$ cat src/rtl/reg_file_pkg.sv
// Shared types and helpers for the multi-port register file.
package reg_file_pkg;

   // Controller states: sequential clear sweep, then normal operation
   typedef enum logic {StClear, StReady} rf_state_e;

   // Default geometry
   localparam int unsigned DataWDef   = 64;
   localparam int unsigned NumRegsDef = 32;
   localparam int unsigned NumRdDef   = 2;
   localparam int unsigned NumWrDef   = 2;

   // Widest packed bus / port slice the helper handles
   localparam int unsigned MaxBusW   = 1024;
   localparam int unsigned MaxSliceW = 128;

   typedef logic [MaxBusW-1:0]   bus_t;
   typedef logic [MaxSliceW-1:0] slice_t;

   // Extract port idx (w bits wide) from a packed, zero-extended bus
   function automatic slice_t get_slice(input bus_t bus, input int unsigned idx,
                                        input int unsigned w);
      bus_t mask;
      mask = (bus_t'(1) << w) - bus_t'(1);
      return slice_t'((bus >> (idx * w)) & mask);
   endfunction

endpackage

$ cat src/rtl/reg_file_if.sv
// Read/write port bundle of the multi-port register file.
interface reg_file_if
   import reg_file_pkg::*;
#(
   parameter int unsigned DATA_W   = DataWDef,
   parameter int unsigned NUM_REGS = NumRegsDef,
   parameter int unsigned NUM_RD   = NumRdDef,
   parameter int unsigned NUM_WR   = NumWrDef,
   parameter int unsigned ADDR_W   = $clog2(NUM_REGS)
) ();

   logic                       ready;
   logic [NUM_RD*ADDR_W-1:0]   rd_addr;
   logic [NUM_RD*DATA_W-1:0]   rd_data;
   logic [NUM_WR-1:0]          wr_en;
   logic [NUM_WR*ADDR_W-1:0]   wr_addr;
   logic [NUM_WR*DATA_W-1:0]   wr_data;
   logic                       wr_collide;

   // Requester side (decode/writeback logic, testbench)
   modport master (
      input  ready, rd_data, wr_collide,
      output rd_addr, wr_en, wr_addr, wr_data
   );

   // Register file side
   modport slave (
      output ready, rd_data, wr_collide,
      input  rd_addr, wr_en, wr_addr, wr_data
   );

endinterface

$ cat src/rtl/reg_file_wr_arb.sv
// Write-port arbitration: highest port index wins an address; address 0 never writes.
module reg_file_wr_arb
   import reg_file_pkg::*;
#(
   parameter int unsigned NUM_WR = NumWrDef,
   parameter int unsigned ADDR_W = 5
) (
   input  logic [NUM_WR-1:0]        en_i,
   input  logic [NUM_WR*ADDR_W-1:0] addr_i,
   output logic [NUM_WR-1:0]        eff_en_o,
   output logic                     collide_o
);

   logic [ADDR_W-1:0] addr [NUM_WR];

   // Unpack per-port addresses
   always_comb begin
      for (int unsigned p = 0; p < NUM_WR; p++) begin
         addr[p] = ADDR_W'(get_slice(bus_t'(addr_i), p, ADDR_W));
      end
   end

   // Mask a port when any higher-indexed enabled port targets the same nonzero address
   always_comb begin
      eff_en_o  = '0;
      collide_o = 1'b0;
      for (int unsigned p = 0; p < NUM_WR; p++) begin
         eff_en_o[p] = en_i[p] && (addr[p] != '0);
         for (int unsigned q = p + 1; q < NUM_WR; q++) begin
            if (en_i[p] && en_i[q] && (addr[p] != '0) && (addr[q] == addr[p])) begin
               eff_en_o[p] = 1'b0;
               collide_o   = 1'b1;
            end
         end
      end
   end

endmodule

$ cat src/rtl/reg_file_mp.sv
// Parametrised multi-port register file with post-reset clear sweep; entry 0 reads zero.
// Optional RF_BYPASS_EN: same-cycle write data is forwarded to matching reads.
// Port widths must not exceed reg_file_pkg::MaxSliceW / MaxBusW.
module reg_file_mp
   import reg_file_pkg::*;
#(
   parameter int unsigned DATA_W   = DataWDef,
   parameter int unsigned NUM_REGS = NumRegsDef,
   parameter int unsigned NUM_RD   = NumRdDef,
   parameter int unsigned NUM_WR   = NumWrDef,
   parameter int unsigned ADDR_W   = $clog2(NUM_REGS)
) (
   input  logic      clk,
   input  logic      rst,
   reg_file_if.slave bus_io
);

   rf_state_e         state_q, state_d;
   logic [ADDR_W-1:0] ptr_q, ptr_d;
   logic              collide_q, collide_d;
   logic [DATA_W-1:0] mem_q [NUM_REGS];

   logic [ADDR_W-1:0] wr_addr [NUM_WR];
   logic [DATA_W-1:0] wr_data [NUM_WR];
   logic [ADDR_W-1:0] rd_addr [NUM_RD];
   logic [NUM_WR-1:0] eff_en;
   logic              collide;
   logic [NUM_RD*DATA_W-1:0] rd_data;

   // Unpack the packed port buses
   always_comb begin
      for (int unsigned p = 0; p < NUM_WR; p++) begin
         wr_addr[p] = ADDR_W'(get_slice(bus_t'(bus_io.wr_addr), p, ADDR_W));
         wr_data[p] = DATA_W'(get_slice(bus_t'(bus_io.wr_data), p, DATA_W));
      end
      for (int unsigned r = 0; r < NUM_RD; r++) begin
         rd_addr[r] = ADDR_W'(get_slice(bus_t'(bus_io.rd_addr), r, ADDR_W));
      end
   end

   reg_file_wr_arb #(
      .NUM_WR (NUM_WR),
      .ADDR_W (ADDR_W)
   ) u_wr_arb (
      .en_i      (bus_io.wr_en),
      .addr_i    (bus_io.wr_addr),
      .eff_en_o  (eff_en),
      .collide_o (collide)
   );

   // Next state: sweep walks entries 1..NUM_REGS-1, then accepts writes
   always_comb begin
      state_d   = state_q;
      ptr_d     = ptr_q;
      collide_d = 1'b0;
      unique case (state_q)
         StClear: begin
            ptr_d = ptr_q + 1'b1;
            if (ptr_q == ADDR_W'(NUM_REGS - 1)) begin
               state_d = StReady;
            end
         end
         StReady: collide_d = collide;
         default: state_d = StClear;
      endcase
   end

   // Control registers with synchronous reset
   always_ff @(posedge clk) begin
      if (rst) begin
         state_q   <= StClear;
         ptr_q     <= ADDR_W'(1);
         collide_q <= 1'b0;
      end else begin
         state_q   <= state_d;
         ptr_q     <= ptr_d;
         collide_q <= collide_d;
      end
   end

   // Storage: sweep clears one entry per edge; in READY commit arbitrated writes.
   // No bulk reset so reset fan-out stays independent of depth.
   always_ff @(posedge clk) begin
      if (!rst) begin
         if (state_q == StClear) begin
            mem_q[ptr_q] <= '0;
         end else begin
            for (int unsigned p = 0; p < NUM_WR; p++) begin
               if (eff_en[p]) begin
                  mem_q[wr_addr[p]] <= wr_data[p];
               end
            end
         end
      end
   end

   // Combinational reads; eff_en is one-hot per address so any bypass match is the winner
   always_comb begin
      rd_data = '0;
      for (int unsigned r = 0; r < NUM_RD; r++) begin
         if (!rst && (state_q == StReady) && (rd_addr[r] != '0)) begin
            rd_data[r*DATA_W +: DATA_W] = mem_q[rd_addr[r]];
`ifdef RF_BYPASS_EN
            for (int unsigned p = 0; p < NUM_WR; p++) begin
               if (eff_en[p] && (wr_addr[p] == rd_addr[r])) begin
                  rd_data[r*DATA_W +: DATA_W] = wr_data[p];
               end
            end
`else
`endif
         end
      end
   end

   assign bus_io.rd_data    = rd_data;
   assign bus_io.ready      = (state_q == StReady);
   assign bus_io.wr_collide = collide_q;

endmodule

$ cat src/flat_wrapper.sv
// flat-port wrapper written by rule: the top's interface ports become plain ports
module reg_file_mp_flat import reg_file_pkg::*;
#(
   parameter int unsigned DATA_W   = DataWDef,
   parameter int unsigned NUM_REGS = NumRegsDef,
   parameter int unsigned NUM_RD   = NumRdDef,
   parameter int unsigned NUM_WR   = NumWrDef,
   parameter int unsigned ADDR_W   = $clog2(NUM_REGS)
)
  (clk, rst, bus_io_ready, bus_io_rd_data, bus_io_wr_collide, bus_io_rd_addr, bus_io_wr_en, bus_io_wr_addr, bus_io_wr_data);
  reg_file_if #(.DATA_W(DATA_W), .NUM_REGS(NUM_REGS), .NUM_RD(NUM_RD), .NUM_WR(NUM_WR), .ADDR_W(ADDR_W)) bus_io_i ();
  input  logic clk;
  input  logic rst;
  output wire logic [$bits(bus_io_i.ready)-1:0] bus_io_ready;
  output wire logic [$bits(bus_io_i.rd_data)-1:0] bus_io_rd_data;
  output wire logic [$bits(bus_io_i.wr_collide)-1:0] bus_io_wr_collide;
  input wire logic [$bits(bus_io_i.rd_addr)-1:0] bus_io_rd_addr;
  input wire logic [$bits(bus_io_i.wr_en)-1:0] bus_io_wr_en;
  input wire logic [$bits(bus_io_i.wr_addr)-1:0] bus_io_wr_addr;
  input wire logic [$bits(bus_io_i.wr_data)-1:0] bus_io_wr_data;
  assign bus_io_ready = bus_io_i.ready;
  assign bus_io_rd_data = bus_io_i.rd_data;
  assign bus_io_wr_collide = bus_io_i.wr_collide;
  assign bus_io_i.rd_addr = bus_io_rd_addr;
  assign bus_io_i.wr_en = bus_io_wr_en;
  assign bus_io_i.wr_addr = bus_io_wr_addr;
  assign bus_io_i.wr_data = bus_io_wr_data;
  reg_file_mp #(.DATA_W(DATA_W), .NUM_REGS(NUM_REGS), .NUM_RD(NUM_RD), .NUM_WR(NUM_WR), .ADDR_W(ADDR_W)) u_core (.clk(clk), .rst(rst), .bus_io(bus_io_i));
endmodule
$ cat config.mk
export PLATFORM = sky130hd
export DESIGN_NAME = reg_file_mp_flat
export DESIGN_NICKNAME = d
export VERILOG_FILES = /design/src/rtl/reg_file_pkg.sv /design/src/rtl/reg_file_if.sv /design/src/rtl/reg_file_wr_arb.sv /design/src/rtl/reg_file_mp.sv /design/src/flat_wrapper.sv
export SDC_FILE = /design/constraint.sdc
export NUM_CORES = 2
export LEC_CHECK = 0
export CAP_MARGIN = 30
export CORE_UTILIZATION = 57
export DETAILED_ROUTE_END_ITERATION = 10
export GPL_TIMING_DRIVEN = 1
export PLACE_DENSITY_LB_ADDON = 0.05
export REMOVE_ABC_BUFFERS = 1
export SETUP_SLACK_MARGIN = 0.2
export SYNTH_ARGS = -nofsm -noshare
export SYNTH_HDL_FRONTEND = slang
export SYNTH_SLANG_ARGS = --single-unit
$ cat constraint.sdc
create_clock -name clk -period 6.3 [get_ports clk]
set_clock_uncertainty 0.15 [all_clocks]
set_input_delay 0.945 -clock clk [delete_from_list [all_inputs] [get_ports clk]]
set_output_delay 0.945 -clock clk [all_outputs]
set_load 0.05 [all_outputs]
==> impl_metrics.tcl <==
set metrics [dict create \
    grt-ovfl-total 0 \
    dp_hpwl_mm 220 \
    firstDrtPassIters 8 \
    gp_congestion 0.872 \
    grt_pass1_vias 82428 \
    cts_tree "yes" \
    port_buffers 281 \
    final_cell_area_sq_mm 0.130 \
    synth_area_sq_mm 0.117 \
    finalMaxSlewViolations 0 \
    wire_per_inst_um 34.0 \
    cts_resized 0 \
    timing.final.hold_violations 0 \
    hold_path_class "register to register" \
    initial_core_util_pct 57.5 \
    postSynthCellCount 9594 \
    vias_per_cell 7.15 \
    ys_async_sr_fraction_pct 0 \
    max_stage_delay_ps 770 \
    status "complete, no violations" \
    slowest_stage "clkdlybuf4s50_1" \
    die-height_um 454 \
    crit_start "rst" \
    clk_latency_ps 850 \
    yosysSeqAreaShare_pct 52.9 \
    end_kind "output pin" \
    cts_root_buf "clkbuf_16" \
    dpl_cell_area_sq_mm 0.123 \
    synth_most_common_cell "nand2_1" \
    drv_cap 0 \
    layout-drive-gt1-share_pct 19.9 \
    p_leak_nw 40.6 \
    synth_edf_count 2048 \
    r2r_start "u_core.bus_io.ready" \
    cts_sinks 2055 \
    path_clk_slew_ps 50 \
    crit_end "bus_io_rd_data[41]" \
    yosys_warnings 0 \
    r2r_setup_slack_ps 1490 \
    grt_first_pass_wirelength_mm 578 \
    rr_worst_depth 7 \
    tightest_slew_ps 1120 \
    r2r_end "u_core.mem_q[17][0]" \
    fin_crit_sh_pct 87.6 \
    drtIter0Drc 13429 \
    power_per_cell_area_mw_per_mm2 229 \
    ys_ff_latch 2055 \
    grtUsageTotal_pct 39.6 \
    netlist.top_cell.by_area "edfxtp_1" \
    slew_headroom_pct 25.5 \
    rows 165 \
    period_minus_slack_ps 5520 \
    cts_max_level 4 \
    cp_data_required_time_ps 5200 \
    cp_cell_sequence "clkdlybuf4s50_1, nand2b_1, nor2_1, nand2_4, buf_4, o221ai_1, buf_12" \
    coreArea_sq_mm 0.203 \
    drcViolationCount 0 \
    synth.distinct_cells 66 \
    die_x_um 454 \
    cp-start-kind "primary input" \
    wl_mm 410 \
    cts_buffers 220 \
    synth_ff_type "edfxtp_1" \
    ir_drop_v 0.000302 \
    clk_path_buf_depth 3 \
    setup_viol 0 \
    io_pins 282 \
    nets 9346 \
    synth.top_cells.by_count "nand2_1 (2,086), edfxtp_1 (2,048), o21ai_0 (1,980)" \
    yosysTopAreaCellShare_pct 52.8 \
    ant_nets 0 \
    antenna_found_initial 14 \
    ctsHoldBuffers 0 \
    synthTopCellsByArea "edfxtp_1 (53%), mux4_2 (18%), o21ai_0 (8.5%)" \
    grt_max_degree 130 \
    timing.fmax_mhz 181 \
    area_growth_pct 11.8 \
    die-area_sq_mm 0.206 \
    power_mw 29.8 \
    post_cts_buffers 0 \
    synth_area_per_cell_sq_um 12.1 \
    vias 86188 \
    hold_depth 2 \
    worst-setup-path-type "primary input to output pin" \
    cp.arrival_ps 4430 \
    min_from "u_core.ptr_q[1]" \
    rsz0062_at_grt "false" \
    critical_path.max_fanout 21 \
]
## area by class of cell
| class | instances | area (sq um) |
|---|---|---|
| fill | 15161 | 72500 |
| sequential | 2055 | 61600 |
| multi-input combinational | 6261 | 50300 |
| timing repair buffer | 587 | 8020 |
| clock buffer | 292 | 5860 |
| tap | 2672 | 3340 |
| clock inverter | 105 | 818 |
| inverter | 67 | 251 |
| antenna | 12 | 30.0 |
## kinds of logic (layout without fill, tap and decap cells)
kind of cell	count (synthesis)	count (layout)	synth area share, %
AOI/OAI and AO/OA	2563	2563	12.3
other	0	12	0
and+or+nand+nor	2272	2272	7.89
adders and majority gates	2	2	0.0215
buffers and inverters	1278	1051	4.55
DFF	2055	2055	52.9
xor gates and xnor gates	8	8	0.0601
muxes	1416	1416	22.3
## worst max-delay path: cells and delay by family
family          cells  cell delay, ps
compound gates      1             610
buf+inv             3            1430
simple gates        3            1380
## where the power goes
group / total, mW / switching [mW] / leakage [nW] / internal, mW
Clock: 12.4 / 5.57 / 3.26 / 6.86
Combinational: 2.34 / 1.36 / 20.5 / 0.983
Sequential: 15.0 / 0.0661 / 16.8 / 15.0
## stage by stage
step	util (%)	setup slack, ps	TNS (ps)	instances	hold WS (ps)
finish	64.3	779	0	12051	451
detailed placement	60.9	638	0	11635	442
CTS	64.2	910	0	12032	452
floorplan	-	-3270	-3077450	8383	390
global placement	60.2	553	0	11573	429
global route	64.2	826	0	12044	492
## layer usage
layer  GRT usage (%)  wire (um)  vias up
met5               0          0        -
met4            18.0      20100        0
met3            9.21      56200     1109
met2            60.2     186000     6690
met1            54.5     147000    42739
li1                -          -    35650
## how the worst min path moves through the flow
stage,slack [ps],end
floorplan,390,u_core.ptr_q[1]
global placement,430,u_core.ptr_q[1]
detailed placement,440,u_core.ptr_q[1]
CTS,450,u_core.ptr_q[1]
global route,490,u_core.ptr_q[1]
finish,450,u_core.ptr_q[1]
## cells in the final DEF, fill, tap and decap left out, types with 12 or more instances in the layout
cell type        netlist  layout
a211o_1               58      58
a21oi_1               61      61
a22oi_1              147     147
a31o_2                55      55
buf_12                 0     179
buf_16                 0      37
buf_4                  7     185
buf_8                  0      30
clkbuf_1             784      68
clkbuf_16              0     225
clkdlybuf4s50_1        0     151
clkinv_1               0      45
clkinv_2               0      37
diode_2                0      12
edfxtp_1            2048    2048
inv_1                 67      67
mux2i_1              473     473
mux4_2               940     940
nand2_1             2086    2082
nand2_4               60      64
nor2_1                46      21
nor2_4                 0      25
o21ai_0             1980    1980
o221ai_1              56      56
o22a_1                56      56
o22ai_1               95      72
o22ai_4                0      23
## registers in the layout, indices dropped and copies added (netlist names)
| register | cells |
|---|---|
| u_core.mem_q | 2048 |
| u_core.ptr_q | 5 |
| u_core.bus_io.ready | 1 |
| u_core.bus_io.wr_collide | 1 |
Note: power is estimated with default switching activity, not from simulation.
